## config.mk

```make
export PLATFORM = sky130hd
export DESIGN_NAME = io_responder
export DESIGN_NICKNAME = d
export VERILOG_FILES = /design/src/rtl/io_responder.sv
export SDC_FILE = /design/constraint.sdc
export NUM_CORES = 1
export LEC_CHECK = 0
export BUFFER_PORTS_ARGS = -buffer_cell sky130_fd_sc_hd__buf_2
export CORE_ASPECT_RATIO = 1.75
export CORE_MARGIN = 2
export CORE_UTILIZATION = 40
export DETAILED_ROUTE_END_ITERATION = 10
export PLACE_DENSITY = 0.71
export SLEW_MARGIN = 20
export SYNTH_ARGS = -nofsm -noshare
export SYNTH_HDL_FRONTEND = slang
export SYNTH_SLANG_ARGS = --single-unit
```

## constraint.sdc

```tcl
create_clock -name clk -period 2.2 [get_ports clk]
set_input_delay 0.44 -clock clk [delete_from_list [all_inputs] [get_ports clk]]
set_output_delay 0.44 -clock clk [all_outputs]
set_load 0.005 [all_outputs]
```

## src/rtl/io_responder.sv

```systemverilog
// io_responder: memory-mapped IO block for a soft core.
// It provides an LED register, a button-latched switch entry port, an output
// word with a valid/ack handshake, and sticky STATUS bits.
// The optional free-running CYCLE counter at 0x18 is built only when the
// macro IO_RESPONDER_CYCLE_CNT_EN is defined.
module io_responder #(
  parameter int unsigned SYNC_STAGES = 2
) (
  input  logic        clk,
  input  logic        rstn,
  input  logic [7:0]  io_addr,
  input  logic [31:0] io_dout,
  input  logic        io_we,
  input  logic        io_rd,
  output logic [31:0] io_din,
  input  logic [15:0] x,
  input  logic        btn_data,
  output logic [15:0] led,
  output logic [31:0] out_data,
  output logic        out_vld,
  input  logic        out_ack
);

  localparam logic [7:0] ADDR_LED      = 8'h00;
  localparam logic [7:0] ADDR_IN_RDY   = 8'h04;
  localparam logic [7:0] ADDR_IN_DATA  = 8'h08;
  localparam logic [7:0] ADDR_OUT_RDY  = 8'h0C;
  localparam logic [7:0] ADDR_OUT_DATA = 8'h10;
  localparam logic [7:0] ADDR_STATUS   = 8'h14;
`ifdef IO_RESPONDER_CYCLE_CNT_EN
  localparam logic [7:0] ADDR_CYCLE    = 8'h18;
`endif

  logic [SYNC_STAGES-1:0] sync_q;
  logic [SYNC_STAGES-1:0] flush_q;
  logic                   btn_sync;
  logic                   btn_prev;
  logic                   btn_armed;
  logic                   in_pulse;

  logic [31:0] in_data;
  logic        in_vld;
  logic        in_overrun;
  logic        out_overflow;

  logic rd_eff;
  logic rd_in_data;
  logic status_clr;
  logic out_wr;
  logic out_accept;
  logic in_overrun_set;
  logic out_overflow_set;

  // A read is suppressed whenever a write shares the cycle.
  assign rd_eff           = io_rd & ~io_we;
  assign rd_in_data       = rd_eff && (io_addr == ADDR_IN_DATA);
  assign status_clr       = rd_eff && (io_addr == ADDR_STATUS);
  assign out_wr           = io_we && (io_addr == ADDR_OUT_DATA);
  assign out_accept       = out_wr & (~out_vld | out_ack);
  assign out_overflow_set = out_wr & out_vld & ~out_ack;
  assign in_overrun_set   = in_pulse & in_vld & ~rd_in_data;

  assign btn_sync = sync_q[SYNC_STAGES-1];
  // The edge detector only fires once it has seen the button released after reset.
  assign in_pulse = btn_sync & ~btn_prev & btn_armed;

  // Button synchroniser and edge detector.
  // flush_q marks when the synchroniser output reflects the real pin again, so that
  // a button held through reset is not taken for a release.
  always_ff @(posedge clk or negedge rstn) begin
    if (!rstn) begin
      sync_q    <= '0;
      flush_q   <= '0;
      btn_prev  <= 1'b0;
      btn_armed <= 1'b0;
    end else begin
      sync_q    <= {sync_q[SYNC_STAGES-2:0], btn_data};
      flush_q   <= {flush_q[SYNC_STAGES-2:0], 1'b1};
      btn_prev  <= btn_sync;
      if (flush_q[SYNC_STAGES-1] && !btn_sync)
        btn_armed <= 1'b1;
    end
  end

  // Entry port: latches the switches on each press and is cleared by a read of IN_DATA.
  always_ff @(posedge clk or negedge rstn) begin
    if (!rstn) begin
      in_data <= '0;
      in_vld  <= 1'b0;
    end else if (in_pulse) begin
      in_data <= {16'h0000, x};
      in_vld  <= 1'b1;
    end else if (rd_in_data) begin
      in_vld  <= 1'b0;
    end
  end

  // Output word handshake: an ack in the same cycle frees the slot for the new write.
  always_ff @(posedge clk or negedge rstn) begin
    if (!rstn) begin
      out_data <= '0;
      out_vld  <= 1'b0;
    end else if (out_accept) begin
      out_data <= io_dout;
      out_vld  <= 1'b1;
    end else if (out_ack && !out_wr) begin
      out_vld  <= 1'b0;
    end
  end

  // LED register and sticky status bits; a set event wins over a clear by read.
  always_ff @(posedge clk or negedge rstn) begin
    if (!rstn) begin
      led          <= '0;
      in_overrun   <= 1'b0;
      out_overflow <= 1'b0;
    end else begin
      if (io_we && (io_addr == ADDR_LED))
        led <= io_dout[15:0];
      if (in_overrun_set)
        in_overrun <= 1'b1;
      else if (status_clr)
        in_overrun <= 1'b0;
      if (out_overflow_set)
        out_overflow <= 1'b1;
      else if (status_clr)
        out_overflow <= 1'b0;
    end
  end

`ifdef IO_RESPONDER_CYCLE_CNT_EN
  logic [31:0] cycle_q;

  // Free-running cycle counter, zeroed by a write to CYCLE.
  always_ff @(posedge clk or negedge rstn) begin
    if (!rstn)
      cycle_q <= '0;
    else if (io_we && (io_addr == ADDR_CYCLE))
      cycle_q <= '0;
    else
      cycle_q <= cycle_q + 32'd1;
  end
`endif

  // Read mux: purely combinational from io_addr; unmapped addresses read zero.
  always_comb begin
    io_din = '0;
    case (io_addr)
      ADDR_LED:      io_din = {16'h0000, led};
      ADDR_IN_RDY:   io_din = {31'b0, in_vld};
      ADDR_IN_DATA:  io_din = in_data;
      ADDR_OUT_RDY:  io_din = {31'b0, ~out_vld};
      ADDR_OUT_DATA: io_din = out_data;
      ADDR_STATUS:   io_din = {30'b0, in_overrun, out_overflow};
`ifdef IO_RESPONDER_CYCLE_CNT_EN
      ADDR_CYCLE:    io_din = cycle_q;
`endif
      default:       io_din = '0;
    endcase
  end

endmodule

```

Yosys cells after proc, flatten, opt, wreduce, memory -nomap -nowiden

Cells that the tools add are included.

Bits in registers: 74
Input port bits: 62
Output and inout bits: 81
Logic and storage cells: 51

Bitwise logic cells: 14
Muxes and demuxes: 8
Reductions and logical operators: 13
Equal/unequal tests: 5

Operators with widths:

| kind               | number |
|---|---|
| $pmux 32 s6        | 1 |
| $eq 8x4->1 const B | 2 |
| $eq 8x5->1 const B | 2 |
| $and 1x1->1        | 8 |
| $eq 8x3->1 const B | 1 |
| $logic_not 8->1    | 1 |
| $reduce_bool 2->1  | 4 |
| $mux 1             | 7 |
| $logic_and 1x1->1  | 6 |
| $not 1->1          | 5 |
| $logic_not 1->1    | 2 |
| $or 1x1->1         | 1 |

Logic depth before layout (Yosys ltp)

Gate-level depths: netlist (run 1).

Depth after elaboration: 6
Depth in mapped cells: 6
Gate-level depth less buffers: 3

Worst setup path after synthesis (run 1)

OpenSTA, ideal clock, no wires.

Path kind: input port to output port
Start: input port io_addr[1]
End: output port io_din[10]
Required time: 1.760 ns
Arrival: 1.892 ns
Cell stages on the path: 6
Buffers on the path: 3
Setup slack: -0.132 ns
Cells stage by stage: or4_1 -> buf_2 -> nor2b_1 -> buf_1 -> clkbuf_1 -> a221o_1

Cells in the longest elaborated chain, start to end: 2
Elaborated cells on any way between the ends: 7
Classes of those cells: eq/ne: 5; mux: 1; reduce/logical: 1

RTL lines:

| what                                     | RTL line | source |
|---|---|---|
| from (decl)                              | 11       | `input logic [7:0] io_addr,` |
| $eq 8x5->1, or another cell as far along | 148      | `case (io_addr)` |
| $pmux 32 s6 *                            | 148      |  |
| to (decl)                                | 15       | `output logic [31:0] io_din,` |

Mark *: on every way between the ends. The rest lies on a longest branch, timed or not.

Final worst setup path (run 1)

Start: input port io_addr[6]
End: output port io_din[1]

The elaborated chain is that of the path after synthesis.

==> results by group, run 1 <==
Status
  – Outcome: finished, violations left
  – Failing checks: setup timing

Synth
  – Async SR Flop Fraction: 100.0%
  – Synth Flop Type: dfrtp_1
  – Netlist cell types: 29
  – Post-synth EDFFs: 0
  – Post-Syn Area: approximately 3400 µm²
  – Share of the synthesized area in the top cell type: 54.71%
  – Synthesized flop and latch total: 74
  – Ranking of synthesized cells by area: dfrtp_1, mux2_4, mux2_2
  – Syn Nets: ~310
  – Register area share after synthesis: 54.71%
  – Largest area contributor in the netlist: dfrtp_1
  – Post-synthesis instance total: approximately 240
  – Post-Syn Area per Cell: around 14 µm²
  – Ys Warns: 0

Pwr
  – Worst VDD drop: between 0.0004 and 0.0005 V
  – Share of power burned in registers: around 46%
  – Sw frac: between 20% and 30%
  – Pwr/cell area: a little under 700 nW/µm²
  – Clock share of power: approximately 45%
  – P_sw: approximately 0.00076 W
  – Comb pwr share: a little under a tenth
  – Cell leakage power: 2.592 nW
  – Overall power: about 0.0033 W
  – Int Pwr: between 0.002 and 0.003 W

Route
  – DRT antenna net count: 0
  – DRC viols: 0
  – Per-cell routed wire length: ~18 µm
  – Pre-Repair DR Iteration Count: 4
  – Routed Wire Length: ~8900 µm
  – DR iter-0 viols: approximately 100
  – Vias/cell: about 5.2
  – Vias: approximately 2600

STA
  – Peak Freq: approximately 0.45 GHz
  – Worst Skew: 0.003014 ns
  – Final setup violation count: 6
  – Final worst path period need: around 2.2 ns
  – Final TNS setup: -0.03476 ns
  – Final Worst Setup Slack: -0.01261 ns
  – Final hold violation count: 0
  – Period utilization: 100.6%
  – RSZ-0062 raised after global routing: true
  – Slew Viols, Final: 0

Setup path
  – Worst EP required: 1.76 ns
  – CP Launch Type: input port
  – Kind of critical path: input port to output pin
  – Slowest Stage Delay on Critical Path: 0.60 ns
  – FF-to-FF setup slack: around 0.46 ns
  – CP delay by family, top: simple AND/OR/NAND/NOR gates
  – Worst path most repeated cell: buf_2
  – Ordered cell list for the critical path: buf_2, or4_4, buf_4, nor4_2, a221o_1, buf_2
  – WP buf/inv: 3
  – Worst R2R End: out_data[12]$_DFFE_PN0P_
  – Largest fanout on the critical path: 5
  – R2R Path Start: out_vld$_DFFE_PN0P_
  – Critical path's slowest cell: or4_4
  – Worst r2r path cells: 4
  – CP Capture Type: output pin
  – CP Data Arrival Time: 1.77 ns

Clock tree
  – Hold-fix buffers, CTS: 0
  – Worst-skew pair later-pin latency: 0.33 ns
  – Htree depth: 3
  – Root Buffer: clkbuf_16
  – Clock transition at path regs: approximately 0.06 ns
  – Clock Tree Buf Depth: 2
  – CTS tree: done
  – TritonCTS buffer count: 9
  – Clock sinks: 74

GRT
  – Final global-route overflow total: 0
  – Pin count of the biggest net entering global routing: 44
  – Initial antenna violation count: 1
  – Gr usage total: 19.43%
  – Vias in the first global route: between 2000 and 3000
  – First-pass GRT wire length: 13630 µm

Final layout
  – Non-Filler Instances: 505
  – Fillcell total: ~710
  – Area Growth Syn to Fin: 40.78%
  – Fin nets: approximately 470
  – Most frequent cells in the layout: buf_2, dfrtp_1, mux2_2, mux2_4, inv_1
  – Most common cell after layout, fill and taps aside: buf_2
  – Layout cell share with drive strength beyond 1: 63.99%
  – Final instance area: between 4000 and 5000 µm²

Job
  – Max_cap viols: 0

Die
  – Chip height: ~130 µm
  – Die area: around 9200 µm²
  – Io pins: 143
  – Starting density of the core: around 41%
  – Core area: 8258 µm²
  – Die W: roughly 74 µm
  – # rows: 44

Placement
  – Setup WS pre-CTS: -0.1472 ns
  – Dpl cell area: between 4000 and 5000 µm²
  – RePlAce Congestion: approximately 0.87
  – Inst Count DP: 484
  – Port Buf Inserts: about 140
  – Hpwl dp: roughly 6400 µm

Min path
  – Worst min path class: input port to async pin
==> through the flow <==
step	util, %	hold slack [ns]
2_1_floorplan	-	0.1444
3_3_place_gp	52.44	0.3315
3_5_place_dp	52.44	0.3347
4_1_cts	56.61	0.05593
5_1_grt	57.64	0.08031
6_report	57.70	0.04257
==> cells by family after synthesis <==
group / Yosys count / synth area share (%)
flip-flops: 74 / 54.71
AND/OR/NAND/NOR: 48 / 8.799
AO/OA/AOI/OAI: 21 / 5.989
multiplexers: 66 / 25.62
other: 1 / 0.1108
buffers and inverters: 34 / 4.769
==> final cells by class <==
cell class / instances / area (µm²) / share of cell area, %
Antenna cell: 2 / 5.005 / 0.1050
Clock inverter: 6 / 66.31 / 1.392
Tap cell: 92 / 115.1 / 2.416
Inverter: 18 / 67.56 / 1.418
Sequential cell: 74 / 1852 / 38.87
Timing Repair Buffer: 167 / 980.9 / 20.59
Clock buffer: 10 / 239.0 / 5.016
Multi-Input combinational cell: 136 / 1439 / 30.20
==> flip-flops by register name, summed over array words and instances (netlist names), 2 cells and up <==
| name | cells |
|---|---|
| out_data | 32 |
| in_data | 16 |
| sync_q | 2 |
| flush_q | 2 |
| led | 16 |
==> worst max path at each step <==
stage / start / to / cells after the start
global route: io_addr[5] / io_din[7] / 7
CTS: io_addr[1] / io_din[11] / 6
detailed placement: io_addr[1] / io_din[11] / 6
finish: io_addr[6] / io_din[1] / 6
floorplan: io_addr[1] / out_data[10]$_DFFE_PN0P_ / 6
global placement: io_addr[5] / io_din[1] / 6
==> layer usage <==
| layer | vias up | GRT usage [%] | part of all wire, % |
|---|---|---|---|
| met5 | - | 0 | 0 |
| met4 | 0 | 10.70 | 3.4 |
| met3 | 21 | 4.880 | 6.5 |
| met2 | 116 | 33.40 | 53 |
| met1 | 1298 | 21.03 | 37 |
| li1 | 1203 | - | - |
==> Yosys cell counts (2+ instances only) <==
cell type	instances
mux2_4	30
dfrtp_1	74
a221o_1	16
nor3_1	16
mux2_2	35
buf_6	4
clkbuf_1	8
nor2b_1	3
or4_1	2
inv_1	18
and4_1	2
and2_1	16
a21o_1	2
buf_2	3
==> power groups by stage <==
stage | Combinational, W | Sequential (W) | Clock [W]
3_3_place_gp | 0.000298 | 0.00154 | 0
3_5_place_dp | 0.000309 | 0.00154 | 0
4_1_cts | 0.000314 | 0.00152 | 0.00151
5_1_grt | 0.000345 | 0.00153 | 0.00157
2_1_floorplan | 0.000131 | 0.00153 | 0
6_report | 0.000315 | 0.00152 | 0.00148
==> timing repair <==
action | in CTS | in global routing
setup endpoints to repair | 17 | 31
gates resized for setup | 9 | 16
pin swaps | 2 | 2
gates cloned | 0 | 1
buffers inserted | 0 | 2
==> worst reg2reg max path, cell delays in order, from the launching register on <==
cell and delay (ns):
dfrtp_1 0.39, nor2b_1 0.19, or4b_4 0.52, buf_12 0.20, mux2_4 0.32
(Power assumes the default switching activity.)
==> run 2, diff against run 1 <==
CORE_ASPECT_RATIO = 0.5   (was 1.75)
HOLD_SLACK_MARGIN = 0.1   (was unset)
==> run 2 against run 1 <==
The flow still finishes with violations (setup timing). Sequential cell count stayed put. Hold slack gained 0.17 ns. Critical path depth is 1 higher. Clock-buffer cell count up 2. Sequential power barely moved. Register-to-register slack better by 0.05 ns. Utilization rose by 2.7 points. Sequential share of layout area shrank 1.1 points. Highest routed layer unchanged.
==> results by group, run 2 (synthesis gave the netlist of run 1 again) <==
GRT
  – Final global-route overflow total: 0 (unchanged)
  – Gr busiest metal: met2
  – Initial antenna violation count: 0 (-1)
  – First-pass GRT wire length: 13850 µm (+1.6%)
  – Vias in the first global route: 2675 (-3.4%)
  – Met2 Use GR: 31.00% (-2.4 points)
  – Gr usage total: 19.17% (-0.26 points)
  – Met3 track demand over resource: 5.445% (+0.57 points)
  – M1 GR Usage: 25.20% (+4.2 points)
  – Pin count of the biggest net entering global routing: 64 (+45%)

Route
  – Routed Wire Length: 8610 µm (-3.7%)
  – Pre-Repair DR Iteration Count: 4 (unchanged)
  – DRT antenna net count: 0 (unchanged)
  – DRC viols: 0 (unchanged)
  – DR iter-0 viols: 103 (+4.0%)
  – Vias: 2604 (-1.3%)
  – Vias/cell: 4.960 (-5.0%)
  – Per-cell routed wire length: 16.40 µm (-7.4%)

Final layout
  – Top flop regs: out_data: 32 flops, in_data: 16 flops, led: 16 flops
  – Largest Register: out_data
  – Layout cell share with drive strength beyond 1: 65.13% (+1.1 points)
  – Most frequent cells in the layout: buf_2, dfrtp_1, mux2_2, mux2_4, inv_1
  – ANT cells: 0 (-2)
  – Area Growth Syn to Fin: 44.77%
  – Fin nets: 470 (+0.43%)
  – Largest register FFs: 32 (unchanged)
  – Most common cell after layout, fill and taps aside: buf_2
  – Finished Core Util: 60.38% (+2.7 points)

STA
  – Final Worst Setup Slack: -0.03331 ns (-0.02070 ns)
  – Final setup violation count: 18 (+12)
  – Final hold violation count: 0 (unchanged)
  – Actual slew at the worst max-slew pin: around 0.55 ns
  – Peak Freq: 0.4478 GHz (-0.93%)
  – RSZ-0062 raised after global routing: true
  – Slew headroom: 62.85%
  – Worst Skew: 0.003155 ns (+0.0001412 ns)
  – Hold slack: 0.2137 ns (+0.1712 ns)
  – Final worst path period need: 2.233 ns (+0.02070 ns)
  – Period utilization: 101.5% (+0.94 points)
  – Slew Viols, Final: 0 (unchanged)

Setup path
  – CP Data Arrival Time: 1.79 ns (+0.02 ns)
  – Worst EP required: 1.76 ns (about the same)
  – Worst path most repeated cell: buf_6
  – CP Launch Type: input port
  – Kind of critical path: input port to output pin
  – Largest fanout on the critical path: 13 (+8)
  – Slowest Stage Delay on Critical Path: 0.57 ns (-0.03 ns)
  – CP Capture Type: output pin
  – Ordered cell list for the critical path: buf_6, or4_4, nor2b_4, buf_6, buf_12, a221o_1, buf_2
  – Critical path's slowest cell: or4_4

Clock tree
  – Clock transition at path regs: 0.05 ns (about the same)
  – Root Buffer: clkbuf_16
  – Clock Tree Buf Depth: 2 (unchanged)
  – Clock sinks: 74 (unchanged)
  – Worst-skew pair later-pin latency: 0.33 ns (about the same)
  – Htree depth: 3 (unchanged)
  – CTS tree: done
  – TritonCTS buffer count: 9 (unchanged)

Min path
  – Worst min path class: input port to register

Die
  – Core area: 8115 µm² (-1.7%)
  – Chip height: 69.05 µm (-45%)
  – # rows: 23 (-48%)
  – Die area: 9258 µm² (+0.17%)
  – Starting density of the core: 41.71% (+0.72 points)
  – Die W: 134.1 µm (+82%)
  – Io pins: 143 (unchanged)

Pwr
  – Pwr/cell area: 673.2 nW/µm² (-3.2%)
  – Cell leakage power: 2.645 nW (+2.0%)
  – Worst VDD drop: 0.0004273 V (-14%)

Placement
  – Hpwl dp: 6078 µm (-5.5%)
  – RePlAce Congestion: 0.8936 (+3.0%)
  – Port Buf Inserts: 142 (unchanged)

Job
  – Max_cap viols: 0 (unchanged)

Status
  – Failing checks: setup timing
  – Outcome: finished, violations left
-- run 2: cell count changes in the layout (fill, tap and decap cells not counted), moves of 2 or more --
cell     previous run  this run
nor3_1              9         4
buf_6               8         4
nor3_2              7        11
buf_12              3         6
diode_2             2         0
-- run 2: per-stage QoR --
stage	power (W)	cells	area, µm²	TNS (ns)	setup WS (ns)
after floorplan	0.001662	244	3417	-2.813	-0.09377
after global placement	0.001837	502	4365	-6.029	-0.1607
after detailed placement	0.001847	502	4365	-7.351	-0.1597
after CTS	0.003339	525	4815	-0.02014	-0.01019
after global routing	0.003439	525	4900	-1.379	-0.07602
final	0.003299	525	4900	-0.2083	-0.03331
-- run 2: what timing repair did --
| action | CTS | global route |
|---|---|---|
| setup buffers | 4 | 0 |
| gates cloned | 2 | 0 |
| hold endpoints to repair | 11 | 0 |
| resized for setup | 17 | 16 |
| hold buffers | 1 | 0 |
| pin swaps | 3 | 3 |
| setup endpoints to repair | 29 | 32 |
-- run 2: routing by layer --
metal / vias up / wire, µm
met2: 77 / 4168
met1: 1306 / 3955
met4: 0 / 89
li1: 1210 / -
met5: - / 0
met3: 11 / 397
-- run 2: layout make-up --
| type | count | area, µm² |
|---|---|---|
| clock buffers | 12 | 256.5 |
| clock inverters | 4 | 50.05 |
| fillers | 663 | 3216 |
| inverters | 18 | 67.56 |
| multi-input cells | 136 | 1485 |
| flip-flops and latches | 74 | 1852 |
| well taps | 112 | 140.1 |
| repair buffers | 169 | 1049 |
-- run 2: critical path, delay by kind of cell --
kind,cells,cell delay [ns]
and+or+nand+nor,2,0.72
buffers and inverters,4,0.47
AOI/OAI and AO/OA,1,0.17
-- run 2: final timing paths --
kind | from | cells after the start | end | slack (ns)
worst min-delay path | btn_data | 1 | sync_q[0]$_DFF_PN0_ | 0.21
worst min register to register | sync_q[0]$_DFF_PN0_ | 0 | sync_q[1]$_DFF_PN0_ | 0.35
worst max register to register | out_vld$_DFFE_PN0P_ | 4 | out_data[13]$_DFFE_PN0P_ | 0.51
max in group asynchronous | rstn | 3 | in_vld$_DFFE_PN0P_ | 1.14
worst max-delay path | io_addr[3] | 7 | io_din[10] | -0.03
min in group asynchronous | rstn | 2 | in_data[4]$_DFFE_PN0P_ | 0.50
-- run 2: where the power goes --
part           total, W  switching (W)  internal [W]  leakage (nW)
Sequential      0.00152      0.0000615       0.00146         0.961
Combinational  0.000316       0.000130      0.000186          1.54
Clock           0.00146       0.000526      0.000937         0.145
